[config.mk]
export PLATFORM = sky130hd
export DESIGN_NAME = multicycle_sequencer
export DESIGN_NICKNAME = d
export VERILOG_FILES = /design/src/rtl/multicycle_sequencer.sv
export SDC_FILE = /design/constraint.sdc
export NUM_CORES = 1
export LEC_CHECK = 0
export BUFFER_PORTS_ARGS = -buffer_cell sky130_fd_sc_hd__clkbuf_2
export CAP_MARGIN = 30
export CORE_MARGIN = 5
export CORE_UTILIZATION = 52
export DETAILED_ROUTE_END_ITERATION = 6
export HOLD_SLACK_MARGIN = 0.06
export PLACE_DENSITY = 0.88
export SLEW_MARGIN = 20
export SYNTH_ARGS = -nofsm -noshare
export SYNTH_HDL_FRONTEND = slang
export SYNTH_SLANG_ARGS = --single-unit
[constraint.sdc]
create_clock -name clock -period 2.5 [get_ports clock]
set_input_delay 0.25 -clock clock [delete_from_list [all_inputs] [get_ports clock]]
set_output_delay 0.25 -clock clock [all_outputs]
set_load 0.02 [all_outputs]
[src/rtl/multicycle_sequencer.sv]
// Multi-cycle FETCH/DECODE/EXECUTE/MEMORY/WRITEBACK sequencer owning the PC and instruction
// register, with memory wait states, key-confirmed input, halt/resume and a retired counter.
module multicycle_sequencer #(
  parameter int unsigned ADDR_W      = 10,
  parameter int unsigned INSTR_W     = 32,
  parameter int unsigned IMM_W       = 16,
  parameter int unsigned MEM_WAIT    = 1,
  parameter int unsigned BRANCH_MODE = 0,
  parameter int unsigned RESET_PC    = 0,
  parameter int unsigned COUNT_W     = 32
) (
  input  logic               clock,
  input  logic               resetN,
  input  logic               run,
  input  logic               keyN,
  input  logic [INSTR_W-1:0] instrData,
  input  logic               ctrlBranch,
  input  logic               ctrlJump,
  input  logic               ctrlHalt,
  input  logic               ctrlInput,
  input  logic               ctrlMem,
  input  logic               ctrlMemWrite,
  input  logic               ctrlWrite,
  input  logic               aluBranch,
  output logic [ADDR_W-1:0]  instrAddr,
  output logic [INSTR_W-1:0] instr,
  output logic [2:0]         phase,
  output logic               regWriteEn,
  output logic               memWriteEn,
  output logic               halted,
  output logic [COUNT_W-1:0] retired
);

  typedef enum logic [2:0] {
    StFetch     = 3'd0,
    StDecode    = 3'd1,
    StExecute   = 3'd2,
    StMemory    = 3'd3,
    StWriteback = 3'd4,
    StWaitIn    = 3'd5,
    StHalted    = 3'd6
  } state_e;

  state_e            state;
  state_e            exec_next;
  state_e            mem_next;
  logic [ADDR_W-1:0] pc;
  logic [ADDR_W-1:0] pc_inc;
  logic [ADDR_W-1:0] pc_next;
  logic [ADDR_W-1:0] imm_rel;
  logic [ADDR_W-1:0] imm_abs;
  logic [3:0]        wait_cnt;
  logic              key_s1, key_s2, key_d;
  logic              press;
  logic              taken;
  logic              mem_done;
  logic              retire;

  // Sign extension then truncation to ADDR_W keeps only the low immediate bits when IMM_W >= ADDR_W
  if (IMM_W >= ADDR_W) begin : g_imm_trunc
    assign imm_rel = instr[ADDR_W-1:0];
    assign imm_abs = instr[ADDR_W-1:0];
  end else begin : g_imm_ext
    assign imm_rel = ADDR_W'($signed(instr[IMM_W-1:0]));
    assign imm_abs = ADDR_W'(instr[IMM_W-1:0]);
  end

  always_comb begin
    pc_inc   = pc + ADDR_W'(1);
    taken    = (ctrlBranch & aluBranch) | ctrlJump;
    pc_next  = pc_inc;
    if (taken) pc_next = (BRANCH_MODE != 0) ? pc_inc + imm_rel : imm_abs;

    if (ctrlHalt)       exec_next = StHalted;
    else if (ctrlInput) exec_next = StWaitIn;
    else if (ctrlMem)   exec_next = StMemory;
    else if (ctrlWrite) exec_next = StWriteback;
    else                exec_next = StFetch;

    mem_next = ctrlWrite ? StWriteback : StFetch;
    mem_done = (wait_cnt == 4'(MEM_WAIT));
    // Falling edge of the synchronised key; only acted on in WAIT_IN
    press    = key_d & ~key_s2;

    retire = (state == StWriteback) ||
             (state == StExecute && (exec_next == StFetch || exec_next == StHalted)) ||
             (state == StMemory && mem_done && mem_next == StFetch);
  end

  always_ff @(posedge clock or negedge resetN) begin
    if (!resetN) begin
      state      <= StFetch;
      pc         <= ADDR_W'(RESET_PC);
      instr      <= '0;
      retired    <= '0;
      regWriteEn <= 1'b0;
      memWriteEn <= 1'b0;
      halted     <= 1'b0;
      wait_cnt   <= '0;
      key_s1     <= 1'b1;
      key_s2     <= 1'b1;
      key_d      <= 1'b1;
    end else begin
      key_s1     <= keyN;
      key_s2     <= key_s1;
      key_d      <= key_s2;
      regWriteEn <= 1'b0;
      memWriteEn <= 1'b0;
      if (retire && retired != '1) retired <= retired + COUNT_W'(1);

      unique case (state)
        StFetch: state <= StDecode;
        StDecode: begin
          instr <= instrData;
          state <= StExecute;
        end
        StExecute: begin
          pc         <= pc_next;
          state      <= exec_next;
          wait_cnt   <= '0;
          memWriteEn <= (exec_next == StMemory) && ctrlMemWrite;
          regWriteEn <= (exec_next == StWriteback);
          halted     <= (exec_next == StHalted);
        end
        StMemory: begin
          if (mem_done) begin
            state      <= mem_next;
            regWriteEn <= (mem_next == StWriteback);
          end else begin
            wait_cnt <= wait_cnt + 4'd1;
          end
        end
        StWaitIn: begin
          if (press) begin
            state      <= StWriteback;
            regWriteEn <= 1'b1;
          end
        end
        StWriteback: state <= StFetch;
        StHalted: begin
          if (run) begin
            state  <= StFetch;
            halted <= 1'b0;
          end
        end
        default: state <= StFetch;
      endcase
    end
  end

  assign instrAddr = pc;
  assign phase     = state;

endmodule

==> results.py, run 1 <==
metrics = {
    "run_status": {
        "status": "completed",
    },
    "routing": {
        "wl_mm": 10.5,
        "avgRoutedWirePerCell_um": 16.8,
        "viasPerCell": 5.54,
        "top_layer": "met4",
        "wl_met2_mm": 5.64,
        "wl_met3_um": 474,
        "vias": 3460,
        "drt_iter0_markers": 107,
        "drtPass1Iterations": 4,
        "drc_errors": 0,
        "ant_nets": 0,
        "drt-met1-wl_mm": 4.24,
    },
    "yosys": {
        "synth_top_area_share_pct": 50.3,
        "synth_top_area_cell": "dfrtp_1",
        "ys.flop_type": "dfrtp_1",
        "synth-seq-area-share_pct": 52.2,
        "syn-mean-instance-area_um2": 11.0,
        "synth-async-reset-ratio_pct": 100,
        "syn_nets": 428,
        "synth_cell_type_count": 49,
        "synthTopCellsByArea": "dfrtp_1 50%, mux2_2 8.6%, xor2_1 6.3%, nand3_1 2.9%, o21ai_0 2.6%",
        "synthesis.area_um2": 4180,
        "synth-seq-cells": 87,
        "yosys_warnings": 0,
        "synth_edf_count": 0,
        "syn-instance-count": 380,
    },
    "critical_path": {
        "critical_path_class": "flop to flop",
        "cp_top_family": "simple AND/OR/NAND/NOR gates",
        "critPathBufInv": 1,
        "r2r-start": "wait_cnt[1]",
        "arrival_ns": 2.61,
        "required_ns": 2.77,
        "slowest_stage": "or3b_1",
        "r2r_end": "retired[16]",
        "cp_max_fo": 8,
        "worstSetupEndpointType": "flop",
        "r2r_cells": 7,
        "slowest_delay_ns": 0.45,
        "crit_chain": "inv_1 > ha_1 > or3b_1 > nor4_4 > o21ai_2 > nor4b_2 > xor2_1",
        "regToRegSetupSlack_ns": 0.16,
        "start_kind": "flop",
    },
    "clock_tree": {
        "cts_sinks": 87,
        "h-tree-depth": 3,
        "tritoncts": "built",
        "clk_latency_ns": 0.35,
        "numCtsBuffers": 9,
        "cts_root_buf": "clkbuf_8",
        "clk_pin_slew_worst_paths_ns": 0.09,
        "cts_buffer_depth": 2,
    },
    "sta": {
        "rsz0062_at_grt": "false",
        "hold_violations": 0,
        "fmax_mhz": 427,
        "final.period_utilization_pct": 93.8,
        "tightest_slew_ns": 0.737,
        "post-route-min-period_ns": 2.34,
        "setup_viol": 0,
        "skew_ns": 0.0134,
        "slew_violations": 0,
        "relSlewSlack_pct": 50.9,
        "tns_ns": 0,
    },
    "layout": {
        "final_cell_mix": "122 x clkbuf_2, 84 x dfrtp_1, 32 x mux2_2, 30 x xor2_1, 29 x nand2_1",
        "nets": 565,
        "area_delta_synth_final_pct": 24.7,
        "drive_above_1_share_pct": 41.2,
        "regArea_um2": 2180,
        "diodes": 0,
        "utilization_pct": 67.1,
        "nFillCells": 627,
        "mostFrequentLayoutCell": "clkbuf_2",
        "multi_input_area_um2": 1920,
    },
    "power": {
        "seq_power_share_pct": 40.1,
        "switching_share_pct": 43.5,
        "p_leak_nw": 2.38,
        "pwr-share-clk_pct": 15.3,
        "p_switching_mw": 2.59,
        "p_int_mw": 3.36,
        "p_comb_share_pct": 44.6,
        "peakVddDrop_mv": 0.640,
        "powerDensity_nw_per_um2": 1140,
    },
    "die": {
        "ios": 124,
        "die_area_um2": 9930,
        "die_h_um": 99.6,
        "die_x_um": 99.6,
        "core-area_um2": 7770,
        "rows": 32,
        "initial_core_util_pct": 53.8,
    },
    "run": {
        "cap_violations": 0,
    },
    "min_path": {
        "hp-start": "ctrlMemWrite",
        "hold_depth": 3,
        "min_to": "memWriteEn",
        "hold_class": "input port to flop",
    },
    "global_route": {
        "grt_pass1_wl_mm": 17.9,
        "overflow": 0,
        "grt_start_max_net_pins": 57,
        "grt_pass1_vias": 3695,
        "grt_usage_pct": 22.4,
        "antenna_found_initial": 0,
    },
    "place": {
        "place.port_buffers": 123,
        "place_hpwl_mm": 7.86,
        "gp_congestion": 0.875,
    },
}
[synthesized netlist by cell type (3+ instances only)]
library cell,number
o21ai_0,22
xor2_1,30
buf_2,4
dfrtp_1,84
nor3_2,10
and3_1,3
a21oi_1,20
buf_4,3
ha_1,4
clkbuf_1,6
nand2b_1,5
nand2_1,29
nor2b_1,4
o22ai_1,3
nor3_1,16
and4_1,3
nor4_1,6
nor2_1,21
nand4_1,7
nor3b_1,3
dfstp_2,3
nand3_1,24
inv_1,6
mux2_2,32
[layer usage]
| layer | track usage [%] | vias to the layer above |
|---|---|---|
| met4 | 6.62 | 0 |
| met3 | 4.07 | 15 |
| met1 | 27.7 | 1713 |
| met5 | 0 | - |
| met2 | 39.7 | 97 |
| li1 | - | 1635 |
[state kept, by name, summed over array words and instances, names as in the netlist]
register,count
regWriteEn,1
instrAddr,10
retired,32
phase,3
key_s1,1
key_d,1
instr,32
halted,1
wait_cnt,4
memWriteEn,1
key_s2,1
[power by group through the flow]
stage / registers (mW) / clock network (mW) / logic (mW)
floorplan: 2.84 / 0 / 1.26
global placement: 2.36 / 0 / 2.57
detailed placement: 2.41 / 0 / 2.65
CTS: 2.38 / 0.936 / 2.66
global route: 2.48 / 1.00 / 2.90
finish: 2.39 / 0.912 / 2.66
[layout make-up]
class                           instances  area share, %
Clock inverter                          6          0.817
Sequential cell                        87           41.9
Timing Repair Buffer                  140           14.9
Clock buffer                           10           2.64
Inverter                                6          0.432
Multi-Input combinational cell        273           36.9
Tap cell                              102           2.45
[repair_timing]
item	CTS	global route
hold buffers	2	0
buffers inserted	0	0
setup endpoints to repair	0	4
endpoints found under the hold margin	53	0
gates resized for setup	0	2
[tightest hold or removal path, cell delays in order]
cell and delay [ns]:
clkbuf_2 0.08, nand2_1 0.05, nor3_1 0.04
[kinds of logic (layout without fill, tap and decap cells)]
family	Yosys count	after routing	synth area share, %
buffers and inverters	20	162	2.19
flip-flops	87	87	52.2
adder cells (fa/ha/maj)	4	4	1.20
XOR/XNOR	30	30	6.29
AO/OA/AOI/OAI	57	57	7.88
AND/OR/NAND/NOR	148	148	21.0
multiplexers	34	34	9.22
[per-stage QoR]
stage                     setup WS (ns)  instances  power [mW]  instance area, um^2  hold slack, ns
after global placement            0.222        606        4.92                 5000           0.346
after global routing             0.0164        624        6.38                 5210          0.0926
after CTS                        0.0719        624        5.98                 5200           0.101
after floorplan                   0.380        380        4.09                 4180         -0.0456
after detailed placement         0.0977        606        5.06                 5000           0.340
final                             0.156        624        5.96                 5210           0.117
[worst max path at each step]
stage	slack [ns]	depth (start not counted)	startpoint	end
2_1_floorplan	0.38	6	retired[2]	retired[1]
3_3_place_gp	0.22	7	wait_cnt[1]	retired[1]
3_5_place_dp	0.1	7	wait_cnt[1]	retired[5]
4_1_cts	0.07	7	wait_cnt[1]	retired[5]
5_1_grt	0.02	7	wait_cnt[1]	retired[6]
6_report	0.16	7	wait_cnt[1]	retired[16]
Note: power is estimated with default switching activity, not from simulation.
==> run 2, diff against run 1 <==
--- a/config.mk
+++ b/config.mk
@@ -5,13 +5,14 @@
 export SDC_FILE = /design/constraint.sdc
 export NUM_CORES = 1
 export LEC_CHECK = 0
-export BUFFER_PORTS_ARGS = -buffer_cell sky130_fd_sc_hd__clkbuf_2
 export CAP_MARGIN = 30
 export CORE_MARGIN = 5
-export CORE_UTILIZATION = 52
+export CORE_UTILIZATION = 55
+export CTS_CLUSTER_SIZE = 30
 export DETAILED_ROUTE_END_ITERATION = 6
+export DONT_BUFFER_PORTS = 1
 export HOLD_SLACK_MARGIN = 0.06
-export PLACE_DENSITY = 0.88
+export PLACE_DENSITY = 0.75
 export SLEW_MARGIN = 20
 export SYNTH_ARGS = -nofsm -noshare
 export SYNTH_HDL_FRONTEND = slang
==> results.py, run 2 (same netlist as run 1, synthesis figures left out) <==
metrics = {
    "critical_path": {
        "critical_path_class": "flop to flop",
        "required_ns": 2.74,
        "cp_max_fo": 16,
        "arrival_ns": 2.55,
        "start_kind": "flop",
        "worstSetupEndpointType": "flop",
    },
    "sta": {
        "relSlewSlack_pct": 60.2,
        "hold_ws_ns": 0.116,
        "tns_ns": 0,
        "slew_violations": 0,
        "post-route-min-period_ns": 2.31,
        "setup_viol": 0,
        "hold_violations": 0,
        "rsz0062_at_grt": "false",
        "fmax_mhz": 433,
        "final.period_utilization_pct": 92.5,
        "tightest_slew_ns": 0.593,
        "skew_ns": 0.00937,
    },
    "layout": {
        "area_delta_synth_final_pct": 23.8,
        "mostFrequentLayoutCell": "dfrtp_1",
        "nFillCells": 514,
        "multi_input_area_um2": 1930,
        "nets": 495,
        "final_cell_mix": "84 x dfrtp_1, 37 x dlygate4sd3_1, 32 x mux2_2, 31 x buf_4, 30 x xor2_1",
        "final_area_um2": 5170,
        "diodes": 0,
        "instances_no_fill": 551,
        "drive_above_1_share_pct": 24.6,
        "regArea_um2": 2180,
    },
    "die": {
        "die_x_um": 97.2,
        "ios": 124,
        "die_area_um2": 9440,
        "die_h_um": 97.2,
        "rows": 31,
        "initial_core_util_pct": 57.0,
        "core-area_um2": 7330,
    },
    "clock_tree": {
        "h-tree-depth": 3,
        "numCtsBuffers": 9,
        "clk_pin_slew_worst_paths_ns": 0.08,
        "cts_sinks": 87,
        "cts_buffer_depth": 2,
        "clk_latency_ns": 0.36,
        "tritoncts": "built",
        "cts_root_buf": "clkbuf_8",
    },
    "place": {
        "dp.cells": 496,
        "dpl-instance-area_um2": 4480,
        "gp_congestion": 0.908,
        "place_hpwl_mm": 6.47,
        "place.port_buffers": 0,
    },
    "routing": {
        "avgRoutedWirePerCell_um": 17.2,
        "drc_errors": 0,
        "ant_nets": 0,
        "drt_iter0_markers": 157,
        "drtPass1Iterations": 4,
        "wl_mm": 9.49,
        "viasPerCell": 5.79,
        "vias": 3188,
    },
    "global_route": {
        "overflow": 0,
        "grt_usage_pct": 20.3,
        "grt_pass1_vias": 3117,
        "antenna_found_initial": 0,
        "grt_start_max_net_pins": 88,
        "grt_pass1_wl_mm": 15.7,
    },
    "power": {
        "peakVddDrop_mv": 0.607,
        "p_leak_nw": 2.15,
        "powerDensity_nw_per_um2": 1170,
    },
    "run_status": {
        "status": "completed",
    },
    "run": {
        "cap_violations": 0,
    },
    "min_path": {
        "hold_class": "input port to flop",
    },
}
==> run 2: power breakdown <==
group | switching, mW | internal, mW | total [mW]
Clock | 0.509 | 0.770 | 1.28
Sequential | 0.909 | 1.89 | 2.80
Combinational | 1.04 | 0.911 | 1.95
Total | 2.46 | 3.57 | 6.03
==> run 2: stage by stage <==
stage / power, mW / utilization (%) / setup slack, ns
floorplan: 4.09 / - / 0.380
detailed placement: 4.68 / 61.2 / 0.0720
global route: 6.40 / 70.6 / 0.00960
global placement: 4.59 / 61.2 / 0.215
finish: 6.03 / 70.6 / 0.188
CTS: 6.05 / 70.2 / 0.0461
==> run 2: worst max-delay path: stages, from the launching register on <==
cell	delay (ns)
dfrtp_1	0.41
inv_1	0.10
ha_1	0.15
or3b_1	0.46
nor4_4	0.27
buf_4	0.19
nor2_4	0.11
nor2_2	0.20
mux2_4	0.31
==> run 2: metal layers <==
layer	vias to the layer above	GRT usage [%]	wire length (um)
met5	-	0	0
li1	1496	-	-
met3	13	6.32	702
met1	1565	26.2	3930
met4	0	6.80	133
met2	114	32.3	4720
==> run 2: area by class of cell <==
class | instances | area share [%]
clock buffer | 9 | 2.39
clock inverter | 7 | 2.76
multi-input combinational | 273 | 37.3
timing repair buffer | 70 | 12.6
tap | 99 | 2.39
inverter | 6 | 0.435
sequential | 87 | 42.2
==> run 2: repair_timing <==
item,CTS,global route
hold buffers,38,0
endpoints found under the hold margin,122,0
endpoints found under the setup margin,0,5
buffers inserted,0,1
gates resized for setup,0,3
==> run 2: final timing paths <==
check / start / endpoint / slack, ns / depth (start not counted)
min in group asynchronous: resetN / instrAddr[8] / 0.43 / 2
max in group asynchronous: resetN / key_d / 1.68 / 2
worst min-delay path: ctrlHalt / phase[0] / 0.12 / 3
worst min register to register: key_s1 / key_s2 / 0.36 / 0
worst max-delay path: wait_cnt[1] / retired[1] / 0.19 / 8
worst max register to register: wait_cnt[1] / retired[1] / 0.19 / 8
